## src/rtl/multicycle_cpu_control_pkg.sv

```systemverilog
// Shared encodings for the multicycle CPU controller: opcodes, FSM states and datapath select codes.
package cpu_ctrl_pkg;

    localparam logic [5:0] OP_RTYPE = 6'b000000;
    localparam logic [5:0] OP_LW    = 6'b000010;
    localparam logic [5:0] OP_SW    = 6'b000011;
    localparam logic [5:0] OP_ADDI  = 6'b000100;
    localparam logic [5:0] OP_ANDI  = 6'b000101;
    localparam logic [5:0] OP_BEQ   = 6'b000110;
    localparam logic [5:0] OP_J     = 6'b001000;
    localparam logic [5:0] OP_JAL   = 6'b001001;

    localparam logic [5:0] FN_JR    = 6'b001000;

    typedef enum logic [3:0] {
        S_IDLE   = 4'd0,
        S_FETCH  = 4'd1,
        S_DECODE = 4'd2,
        S_MEMADR = 4'd3,
        S_MEMRD  = 4'd4,
        S_MEMWB  = 4'd5,
        S_MEMWR  = 4'd6,
        S_EXEC   = 4'd7,
        S_ALUWB  = 4'd8,
        S_IMMEX  = 4'd9,
        S_IMMWB  = 4'd10,
        S_BRANCH = 4'd11,
        S_JUMP   = 4'd12,
        S_JAL    = 4'd13,
        S_JR     = 4'd14,
        S_FAULT  = 4'd15
    } state_t;

    localparam logic [1:0] ALUB_RT    = 2'b00;
    localparam logic [1:0] ALUB_FOUR  = 2'b01;
    localparam logic [1:0] ALUB_IMM   = 2'b10;
    localparam logic [1:0] ALUB_IMMSH = 2'b11;

    localparam logic [1:0] ALU_ADD    = 2'b00;
    localparam logic [1:0] ALU_SUB    = 2'b01;
    localparam logic [1:0] ALU_FUNCT  = 2'b10;
    localparam logic [1:0] ALU_AND    = 2'b11;

    localparam logic [1:0] PC_ALU     = 2'b00;
    localparam logic [1:0] PC_ALUOUT  = 2'b01;
    localparam logic [1:0] PC_JUMP    = 2'b10;
    localparam logic [1:0] PC_RS      = 2'b11;

    localparam logic [1:0] FC_NONE    = 2'b00;
    localparam logic [1:0] FC_ILLEGAL = 2'b01;
    localparam logic [1:0] FC_TIMEOUT = 2'b10;

endpackage

```

## src/rtl/multicycle_cpu_control_if.sv

```systemverilog
// Control bus between the multicycle controller (master) and the datapath (slave).
interface multicycle_cpu_control_if #(
    parameter int OPCODE_W = 6,
    parameter int FUNCT_W  = 6,
    parameter int RETIRE_W = 32
);
    logic [OPCODE_W-1:0] opcode;
    logic [FUNCT_W-1:0]  funct;
    logic                mem_ready;
    logic                stall;
    logic                mem_read;
    logic                mem_write;
    logic                iord;
    logic                ir_write;
    logic                pc_write;
    logic                branch;
    logic                reg_write;
    logic                reg_dst;
    logic                mem_to_reg;
    logic                alu_src_a;
    logic [1:0]          alu_src_b;
    logic [1:0]          alu_op;
    logic [1:0]          pc_src;
    logic                jal;
    logic                instr_done;
    logic                fault;
    logic [1:0]          fault_code;
    logic [RETIRE_W-1:0] retired;

    modport master (
        input  opcode, funct, mem_ready, stall,
        output mem_read, mem_write, iord, ir_write, pc_write, branch, reg_write,
               reg_dst, mem_to_reg, alu_src_a, alu_src_b, alu_op, pc_src, jal,
               instr_done, fault, fault_code, retired
    );

    modport slave (
        output opcode, funct, mem_ready, stall,
        input  mem_read, mem_write, iord, ir_write, pc_write, branch, reg_write,
               reg_dst, mem_to_reg, alu_src_a, alu_src_b, alu_op, pc_src, jal,
               instr_done, fault, fault_code, retired
    );
endinterface

```

## src/rtl/multicycle_cpu_control_timer.sv

```systemverilog
// Memory wait-state watchdog: down-counter reloaded on clr, expire flags the last allowed wait cycle.
module mem_wait_timer #(
    parameter int MEM_TIMEOUT = 16
) (
    input  logic clk,
    input  logic reset,
    input  logic clr,
    input  logic en,
    output logic expire
);
    localparam int CW = $clog2(MEM_TIMEOUT);
    localparam logic [CW-1:0] LOAD = CW'(MEM_TIMEOUT - 1);

    logic [CW-1:0] count;

    always_ff @(posedge clk or posedge reset) begin
        if (reset) begin
            count <= LOAD;
        end else if (clr) begin
            count <= LOAD;
        end else if (en && (count != '0)) begin
            count <= count - CW'(1);
        end
    end

    // Terminal count reached while still waiting: this is the MEM_TIMEOUT-th consecutive wait.
    assign expire = en && (count == '0);

endmodule

```

## src/rtl/multicycle_cpu_control.sv

```systemverilog
// Multicycle instruction sequencer: drives datapath muxes/enables, watches memory wait states,
// reports sticky faults and counts retired instructions.
//
//  state  | meaning
//  IDLE   | post-reset, start fetching next cycle
//  FETCH  | read instruction at PC, load IR and PC+4 on mem_ready
//  DECODE | latch opcode, precompute branch target, dispatch
//  MEMADR | compute load/store address
//  MEMRD  | load data read, waits on mem_ready
//  MEMWB  | write MDR to rt, retire
//  MEMWR  | store data write, retire on mem_ready
//  EXEC   | R-type ALU operation
//  ALUWB  | write ALUOut to rd, retire
//  IMMEX  | ADDI/ANDI ALU operation
//  IMMWB  | write ALUOut to rt, retire
//  BRANCH | BEQ compare and conditional PC load, retire
//  JUMP   | J, retire
//  JAL    | J plus link to r31, retire
//  JR     | PC from rs, retire
//  FAULT  | parked until reset
module multicycle_cpu_control
    import cpu_ctrl_pkg::*;
#(
    parameter int OPCODE_W    = 6,
    parameter int FUNCT_W     = 6,
    parameter int MEM_TIMEOUT = 16,
    parameter int RETIRE_W    = 32
) (
    input logic                     clk,
    input logic                     reset,
    multicycle_cpu_control_if.master ctl
);
    state_t state, stateNext;

    logic [OPCODE_W-1:0] opLatched;
    logic [1:0]          faultCode, faultCodeNext;
    logic [RETIRE_W-1:0] retiredCnt;
    logic                retire;
    logic                readyEff, waitState;
    logic                timerClr, timerEn, timerExpire;

    logic       memRead, memWriteRaw, iord, irWriteRaw, pcWriteRaw, branchRaw, regWriteRaw;
    logic       regDst, memToReg, aluSrcA, jal;
    logic [1:0] aluSrcB, aluOp, pcSrc;

    // A stalled cycle must not see mem_ready, otherwise FETCH/MEMRD/MEMWR could advance.
    assign readyEff  = ctl.mem_ready & ~ctl.stall;
    assign waitState = (state == S_FETCH) || (state == S_MEMRD) || (state == S_MEMWR);
    assign timerEn   = waitState & ~ctl.mem_ready & ~ctl.stall;
    assign timerClr  = (stateNext != state);

    mem_wait_timer #(.MEM_TIMEOUT(MEM_TIMEOUT)) u_timer (
        .clk    (clk),
        .reset  (reset),
        .clr    (timerClr),
        .en     (timerEn),
        .expire (timerExpire)
    );

    always_ff @(posedge clk or posedge reset) begin
        if (reset) begin
            state      <= S_IDLE;
            faultCode  <= FC_NONE;
            retiredCnt <= '0;
            opLatched  <= '0;
        end else begin
            state     <= stateNext;
            faultCode <= faultCodeNext;
            if (retire) begin
                retiredCnt <= retiredCnt + RETIRE_W'(1);
            end
            if ((state == S_DECODE) && !ctl.stall) begin
                opLatched <= ctl.opcode;
            end
        end
    end

    always_comb begin
        stateNext     = state;
        faultCodeNext = faultCode;
        retire        = 1'b0;
        memRead       = 1'b0;
        memWriteRaw   = 1'b0;
        iord          = 1'b0;
        irWriteRaw    = 1'b0;
        pcWriteRaw    = 1'b0;
        branchRaw     = 1'b0;
        regWriteRaw   = 1'b0;
        regDst        = 1'b0;
        memToReg      = 1'b0;
        aluSrcA       = 1'b0;
        aluSrcB       = ALUB_RT;
        aluOp         = ALU_ADD;
        pcSrc         = PC_ALU;
        jal           = 1'b0;

        case (state)
            S_IDLE: stateNext = S_FETCH;
            S_FETCH: begin
                memRead = 1'b1;
                if (readyEff) begin
                    irWriteRaw = 1'b1;
                    pcWriteRaw = 1'b1;
                    aluSrcB    = ALUB_FOUR;
                    stateNext  = S_DECODE;
                end else if (timerExpire) begin
                    stateNext     = S_FAULT;
                    faultCodeNext = FC_TIMEOUT;
                end
            end
            S_DECODE: begin
                aluSrcB = ALUB_IMMSH;
                case (ctl.opcode)
                    OPCODE_W'(OP_RTYPE): stateNext = (ctl.funct == FUNCT_W'(FN_JR)) ? S_JR : S_EXEC;
                    OPCODE_W'(OP_LW),
                    OPCODE_W'(OP_SW):    stateNext = S_MEMADR;
                    OPCODE_W'(OP_ADDI),
                    OPCODE_W'(OP_ANDI):  stateNext = S_IMMEX;
                    OPCODE_W'(OP_BEQ):   stateNext = S_BRANCH;
                    OPCODE_W'(OP_J):     stateNext = S_JUMP;
                    OPCODE_W'(OP_JAL):   stateNext = S_JAL;
                    default: begin
                        stateNext     = S_FAULT;
                        faultCodeNext = FC_ILLEGAL;
                    end
                endcase
            end
            S_MEMADR: begin
                aluSrcA   = 1'b1;
                aluSrcB   = ALUB_IMM;
                stateNext = (opLatched == OPCODE_W'(OP_SW)) ? S_MEMWR : S_MEMRD;
            end
            S_MEMRD: begin
                memRead = 1'b1;
                iord    = 1'b1;
                if (readyEff) begin
                    stateNext = S_MEMWB;
                end else if (timerExpire) begin
                    stateNext     = S_FAULT;
                    faultCodeNext = FC_TIMEOUT;
                end
            end
            S_MEMWB: begin
                regWriteRaw = 1'b1;
                memToReg    = 1'b1;
                retire      = 1'b1;
            end
            S_MEMWR: begin
                memWriteRaw = 1'b1;
                iord        = 1'b1;
                if (readyEff) begin
                    retire = 1'b1;
                end else if (timerExpire) begin
                    stateNext     = S_FAULT;
                    faultCodeNext = FC_TIMEOUT;
                end
            end
            S_EXEC: begin
                aluSrcA   = 1'b1;
                aluOp     = ALU_FUNCT;
                stateNext = S_ALUWB;
            end
            S_ALUWB: begin
                regWriteRaw = 1'b1;
                regDst      = 1'b1;
                retire      = 1'b1;
            end
            S_IMMEX: begin
                aluSrcA   = 1'b1;
                aluSrcB   = ALUB_IMM;
                aluOp     = (opLatched == OPCODE_W'(OP_ANDI)) ? ALU_AND : ALU_ADD;
                stateNext = S_IMMWB;
            end
            S_IMMWB: begin
                regWriteRaw = 1'b1;
                retire      = 1'b1;
            end
            S_BRANCH: begin
                aluSrcA   = 1'b1;
                aluOp     = ALU_SUB;
                branchRaw = 1'b1;
                pcSrc     = PC_ALUOUT;
                retire    = 1'b1;
            end
            S_JUMP: begin
                pcWriteRaw = 1'b1;
                pcSrc      = PC_JUMP;
                retire     = 1'b1;
            end
            S_JAL: begin
                pcWriteRaw  = 1'b1;
                pcSrc       = PC_JUMP;
                regWriteRaw = 1'b1;
                jal         = 1'b1;
                retire      = 1'b1;
            end
            S_JR: begin
                pcWriteRaw = 1'b1;
                pcSrc      = PC_RS;
                retire     = 1'b1;
            end
            S_FAULT: stateNext = S_FAULT;
            default: stateNext = S_IDLE;
        endcase

        if (retire) begin
            stateNext = S_FETCH;
        end

        if (ctl.stall) begin
            stateNext     = state;
            faultCodeNext = faultCode;
            retire        = 1'b0;
        end
    end

    assign ctl.mem_read   = memRead;
    assign ctl.mem_write  = memWriteRaw & ~ctl.stall;
    assign ctl.iord       = iord;
    assign ctl.ir_write   = irWriteRaw & ~ctl.stall;
    assign ctl.pc_write   = pcWriteRaw & ~ctl.stall;
    assign ctl.branch     = branchRaw & ~ctl.stall;
    assign ctl.reg_write  = regWriteRaw & ~ctl.stall;
    assign ctl.reg_dst    = regDst;
    assign ctl.mem_to_reg = memToReg;
    assign ctl.alu_src_a  = aluSrcA;
    assign ctl.alu_src_b  = aluSrcB;
    assign ctl.alu_op     = aluOp;
    assign ctl.pc_src     = pcSrc;
    assign ctl.jal        = jal;
    assign ctl.instr_done = retire;
    assign ctl.fault      = (state == S_FAULT);
    assign ctl.fault_code = faultCode;
    assign ctl.retired    = retiredCnt;

endmodule

```

## src/flat_wrapper.sv

```systemverilog
// flat-port wrapper written by rule: the top's interface ports become plain ports
module multicycle_cpu_control_flat import cpu_ctrl_pkg::*;
#(
    parameter int OPCODE_W    = 6,
    parameter int FUNCT_W     = 6,
    parameter int MEM_TIMEOUT = 16,
    parameter int RETIRE_W    = 32
)
  (clk, reset, ctl_opcode, ctl_funct, ctl_mem_ready, ctl_stall, ctl_mem_read, ctl_mem_write, ctl_iord, ctl_ir_write, ctl_pc_write, ctl_branch, ctl_reg_write, ctl_reg_dst, ctl_mem_to_reg, ctl_alu_src_a, ctl_alu_src_b, ctl_alu_op, ctl_pc_src, ctl_jal, ctl_instr_done, ctl_fault, ctl_fault_code, ctl_retired);
  multicycle_cpu_control_if #(.OPCODE_W(OPCODE_W), .FUNCT_W(FUNCT_W), .RETIRE_W(RETIRE_W)) ctl_i ();
  input logic clk;
  input logic reset;
  input wire logic [$bits(ctl_i.opcode)-1:0] ctl_opcode;
  input wire logic [$bits(ctl_i.funct)-1:0] ctl_funct;
  input wire logic [$bits(ctl_i.mem_ready)-1:0] ctl_mem_ready;
  input wire logic [$bits(ctl_i.stall)-1:0] ctl_stall;
  output wire logic [$bits(ctl_i.mem_read)-1:0] ctl_mem_read;
  output wire logic [$bits(ctl_i.mem_write)-1:0] ctl_mem_write;
  output wire logic [$bits(ctl_i.iord)-1:0] ctl_iord;
  output wire logic [$bits(ctl_i.ir_write)-1:0] ctl_ir_write;
  output wire logic [$bits(ctl_i.pc_write)-1:0] ctl_pc_write;
  output wire logic [$bits(ctl_i.branch)-1:0] ctl_branch;
  output wire logic [$bits(ctl_i.reg_write)-1:0] ctl_reg_write;
  output wire logic [$bits(ctl_i.reg_dst)-1:0] ctl_reg_dst;
  output wire logic [$bits(ctl_i.mem_to_reg)-1:0] ctl_mem_to_reg;
  output wire logic [$bits(ctl_i.alu_src_a)-1:0] ctl_alu_src_a;
  output wire logic [$bits(ctl_i.alu_src_b)-1:0] ctl_alu_src_b;
  output wire logic [$bits(ctl_i.alu_op)-1:0] ctl_alu_op;
  output wire logic [$bits(ctl_i.pc_src)-1:0] ctl_pc_src;
  output wire logic [$bits(ctl_i.jal)-1:0] ctl_jal;
  output wire logic [$bits(ctl_i.instr_done)-1:0] ctl_instr_done;
  output wire logic [$bits(ctl_i.fault)-1:0] ctl_fault;
  output wire logic [$bits(ctl_i.fault_code)-1:0] ctl_fault_code;
  output wire logic [$bits(ctl_i.retired)-1:0] ctl_retired;
  assign ctl_i.opcode = ctl_opcode;
  assign ctl_i.funct = ctl_funct;
  assign ctl_i.mem_ready = ctl_mem_ready;
  assign ctl_i.stall = ctl_stall;
  assign ctl_mem_read = ctl_i.mem_read;
  assign ctl_mem_write = ctl_i.mem_write;
  assign ctl_iord = ctl_i.iord;
  assign ctl_ir_write = ctl_i.ir_write;
  assign ctl_pc_write = ctl_i.pc_write;
  assign ctl_branch = ctl_i.branch;
  assign ctl_reg_write = ctl_i.reg_write;
  assign ctl_reg_dst = ctl_i.reg_dst;
  assign ctl_mem_to_reg = ctl_i.mem_to_reg;
  assign ctl_alu_src_a = ctl_i.alu_src_a;
  assign ctl_alu_src_b = ctl_i.alu_src_b;
  assign ctl_alu_op = ctl_i.alu_op;
  assign ctl_pc_src = ctl_i.pc_src;
  assign ctl_jal = ctl_i.jal;
  assign ctl_instr_done = ctl_i.instr_done;
  assign ctl_fault = ctl_i.fault;
  assign ctl_fault_code = ctl_i.fault_code;
  assign ctl_retired = ctl_i.retired;
  multicycle_cpu_control #(.OPCODE_W(OPCODE_W), .FUNCT_W(FUNCT_W), .MEM_TIMEOUT(MEM_TIMEOUT), .RETIRE_W(RETIRE_W)) u_core (.clk(clk), .reset(reset), .ctl(ctl_i));
endmodule
```

## config.mk

```make
export PLATFORM = sky130hd
export DESIGN_NAME = multicycle_cpu_control_flat
export DESIGN_NICKNAME = d
export VERILOG_FILES = /design/src/rtl/multicycle_cpu_control_pkg.sv /design/src/rtl/multicycle_cpu_control_if.sv /design/src/rtl/multicycle_cpu_control_timer.sv /design/src/rtl/multicycle_cpu_control.sv /design/src/flat_wrapper.sv
export SDC_FILE = /design/constraint.sdc
export NUM_CORES = 1
export LEC_CHECK = 0
export BUFFER_PORTS_ARGS = -buffer_cell sky130_fd_sc_hd__buf_2
export CAP_MARGIN = 40
export CORE_UTILIZATION = 48
export DETAILED_ROUTE_END_ITERATION = 8
export HOLD_SLACK_MARGIN = 0.08
export PLACE_DENSITY_LB_ADDON = 0.2
export SLEW_MARGIN = 20
export SYNTH_ARGS = -nofsm -noshare
export SYNTH_HDL_FRONTEND = slang
export SYNTH_HIERARCHICAL = 1
export SYNTH_SLANG_ARGS = --single-unit
```

## constraint.sdc

```tcl
create_clock -name clk -period 3.03 [get_ports clk]
set_input_delay 0.1515 -clock clk [delete_from_list [all_inputs] [get_ports clk]]
set_output_delay 0.1515 -clock clk [all_outputs]
set_load 0.02 [all_outputs]
```

==> impl_metrics.ini <==
[critical_path]
rr_endpoint = u_core/u_timer/count[1]
critical_path_peak_fanout = 6
criticalPathCategory = reg2reg
r2r_slack_ps = 410
crit_required_ps = 3260
start_kind = flip-flop
crit_start = u_core/state[0]
end_kind = flip-flop
r2r_start = u_core/state[0]
cp.arrival_ps = 2840
reg2regPathDepth = 10

[route]
drt-vias-per-instance = 5.49
drtIter0Drc = 184
drc = 0
dr.pass1.iters = 4
totalWireLength_mm = 6.32
routedWlPerCell_um = 14.1
dr_total_vias = 2456
postRouteAntennaNets = 0

[placement]
dp_cells = 438
gp_congestion = 0.868
place_hpwl_mm = 4.71
post-place-ws_ps = 456
port_buffers = 68

[clock_network]
clk_pin_slew_ps = 90
htreeDepth = 2
clockBufferDepth = 2
cts_tree = built
root_buffer = clkbuf_8
cts_sinks = 48
clock_latency_ps = 290
cts_buffers = 5
post_cts_resized = 0

[synth]
syn_inst = 301
synth_edf_count = 0
yosysTopAreaCellShare_pct = 39.6
async_flop_share_pct = 100
synth.area.top_cells = dfrtp_1 40%, xnor2_1 6.3%, nor2_1 4.2%, dfstp_2 3.8%, xor2_1 3.8%
synth_seq_area_share_pct = 43.4
syn_area_um2 = 2780
yosys.area.top_type = dfrtp_1
ys_ff_latch = 48
avgSynthCellArea_um2 = 9.23
synth_fp_nets = 319
synth_cell_types = 56
yosysWarnings = 6
postSynth.topFlopCell = dfrtp_1

[sta]
layout_setup_ws_ps = 412
hold_viol = 0
rsz0062_at_grt = false
fin_crit_sh_pct = 86.4
fin_setup_tns_ps = 0
skew_ps = 7.88
worst_slew_margin_rel_pct = 56.1
setup_viol = 0
tightestPinTransition_ps = 649
drv_slew = 0
period_needed_ps = 2620
max_freq_mhz = 382

[layout]
drive_gt1_share_pct = 28.5
antenna_cells = 0
final_cells = 447
nNetsFinal = 392
final_core_util_pct = 60.1
area_growth_pct = 19.9

[pwr]
power_density_nw_per_um2 = 688
seqPwrFrac_pct = 37.2
p_clk_share_pct = 17.3
ir_drop_mv = 0.485
power.total_uw = 2290
combPwrFrac_pct = 45.4
power.switching_uw = 976
p_leak_uw = 0.00161
p_int_uw = 1320
switching_share_pct = 42.6

[worst_hold_path]
hp-start = ctl_opcode[5]
whs_path_depth = 2
hold_path_end = u_core/opLatched[5]
min_path_type = in2reg

[job]
drv_cap = 0

[grt]
first_global_vias = 2292
grt.overflow.total = 0
antenna_found_initial = 0
grt.total_usage_pct = 22.1
grt_start_max_net_pins = 24
grt_pass1_wl_mm = 10.8

[floorplan]
core_area_um2 = 5540
io_pins = 69
dieArea_um2 = 6100
die_w_um = 78.1
core.rowCount = 27
initial_core_util_pct = 50.2
dieHeight_um = 78.1

[run_status]
outcome = completed
==> metrics by stage <==
stage | hold WS [ps] | instance area (um^2)
finish | 147 | 3330
global route | 142 | 3330
CTS | 132 | 3330
detailed placement | 158 | 3220
global placement | 265 | 3210
floorplan | 107 | 2780
==> per-layer routing <==
metal | GRT usage, % | up-vias | wire, um
li1 | - | 1210 | -
met3 | 3.72 | 2 | 290
met5 | 0 | - | 0
met1 | 30.9 | 1177 | 2960
met2 | 35.4 | 67 | 3040
met4 | 6.30 | 0 | 27
==> registers in the layout (all words and copies together) (netlist names) <==
name                   cells
u_core/ctl.retired        32
u_core/opLatched           6
u_core/state               4
u_core/u_timer/count       4
u_core/ctl.fault_code      2
==> cells in the mapped netlist, drive strengths merged (4+ instances only) <==
cell     n
dfrtp   44
nor2    32
nand2   27
xnor2   21
nor3    19
a21oi   14
inv     13
nand4   13
xor2    12
nand3   11
o21ai   10
buf      8
nor4     7
mux2     6
nand2b   6
nor2b    6
and3     5
clkbuf   4
dfstp    4
==> kinds of logic after synthesis <==
logic type	count (synthesis)	share of synthesized area [%]
and+or+nand+nor	143	28.3
DFF	48	43.4
AOI/OAI and AO/OA	42	9.64
xor gates and xnor gates	33	10.7
buffers and inverters	25	3.96
muxes	8	3.15
adders and majority gates	2	0.900
==> power groups by stage <==
stage	Sequential (uW)	Clock [uW]	Combinational, uW
floorplan	869	0	727
global placement	853	0	1020
detailed placement	863	0	1030
CTS	851	413	1030
global route	869	436	1150
finish	853	397	1040
==> cell type report <==
type	instances	area [um^2]
clock buffer	6	82.6
clock inverter	2	15.0
fill	505	2210
inverter	13	48.8
multi-input combinational	228	1460
sequential	48	1210
tap	72	90.1
timing repair buffer	78	425
==> worst max path at each step <==
stage                                    endpoint  depth (start not counted)
after global routing      u_core/u_timer/count[0]                         10
after detailed placement  u_core/u_timer/count[1]                         10
after global placement    u_core/u_timer/count[1]                         10
after CTS                 u_core/u_timer/count[1]                         10
after floorplan           u_core/u_timer/count[1]                         11
final                     u_core/u_timer/count[1]                         10
==> cell usage in the layout (no fill, tap or decap), types with 2 or more instances in the layout <==
cell type	instances
clkbuf_8	6
o31ai_1	3
a31oi_1	2
and2_1	2
xnor2_1	20
buf_4	8
nand4_1	13
and4_1	2
dfstp_2	4
and3_1	5
inv_1	12
nor3_2	3
and3b_1	2
mux2_2	6
buf_2	68
nor2_1	31
xor2_1	12
ha_1	2
nand2b_1	6
nor4_1	6
nor3b_1	2
o21ai_0	10
nor3_1	16
o21ba_2	2
nand2_1	27
dfrtp_1	44
nor2b_1	5
mux2i_1	2
clkinvlp_4	2
nand3_1	11
a21oi_1	14
==> critical path: stages (launching register included) <==
cell and delay (ps):
dfrtp_1 460, nand2b_1 180, o21ba_2 250, nor4_1 220
nor3b_1 300, nand3b_1 160, a21oi_1 170, a2111oi_0 100
o2111ai_1 470, nor2b_1 100, mux2i_1 150
==> what timing repair did <==
| item | in CTS | in global routing |
|---|---|---|
| hold buffers | 1 | 0 |
| buffers inserted | 0 | 0 |
| hold endpoints to repair | 16 | 0 |
Note: power is estimated with default switching activity, not from simulation.
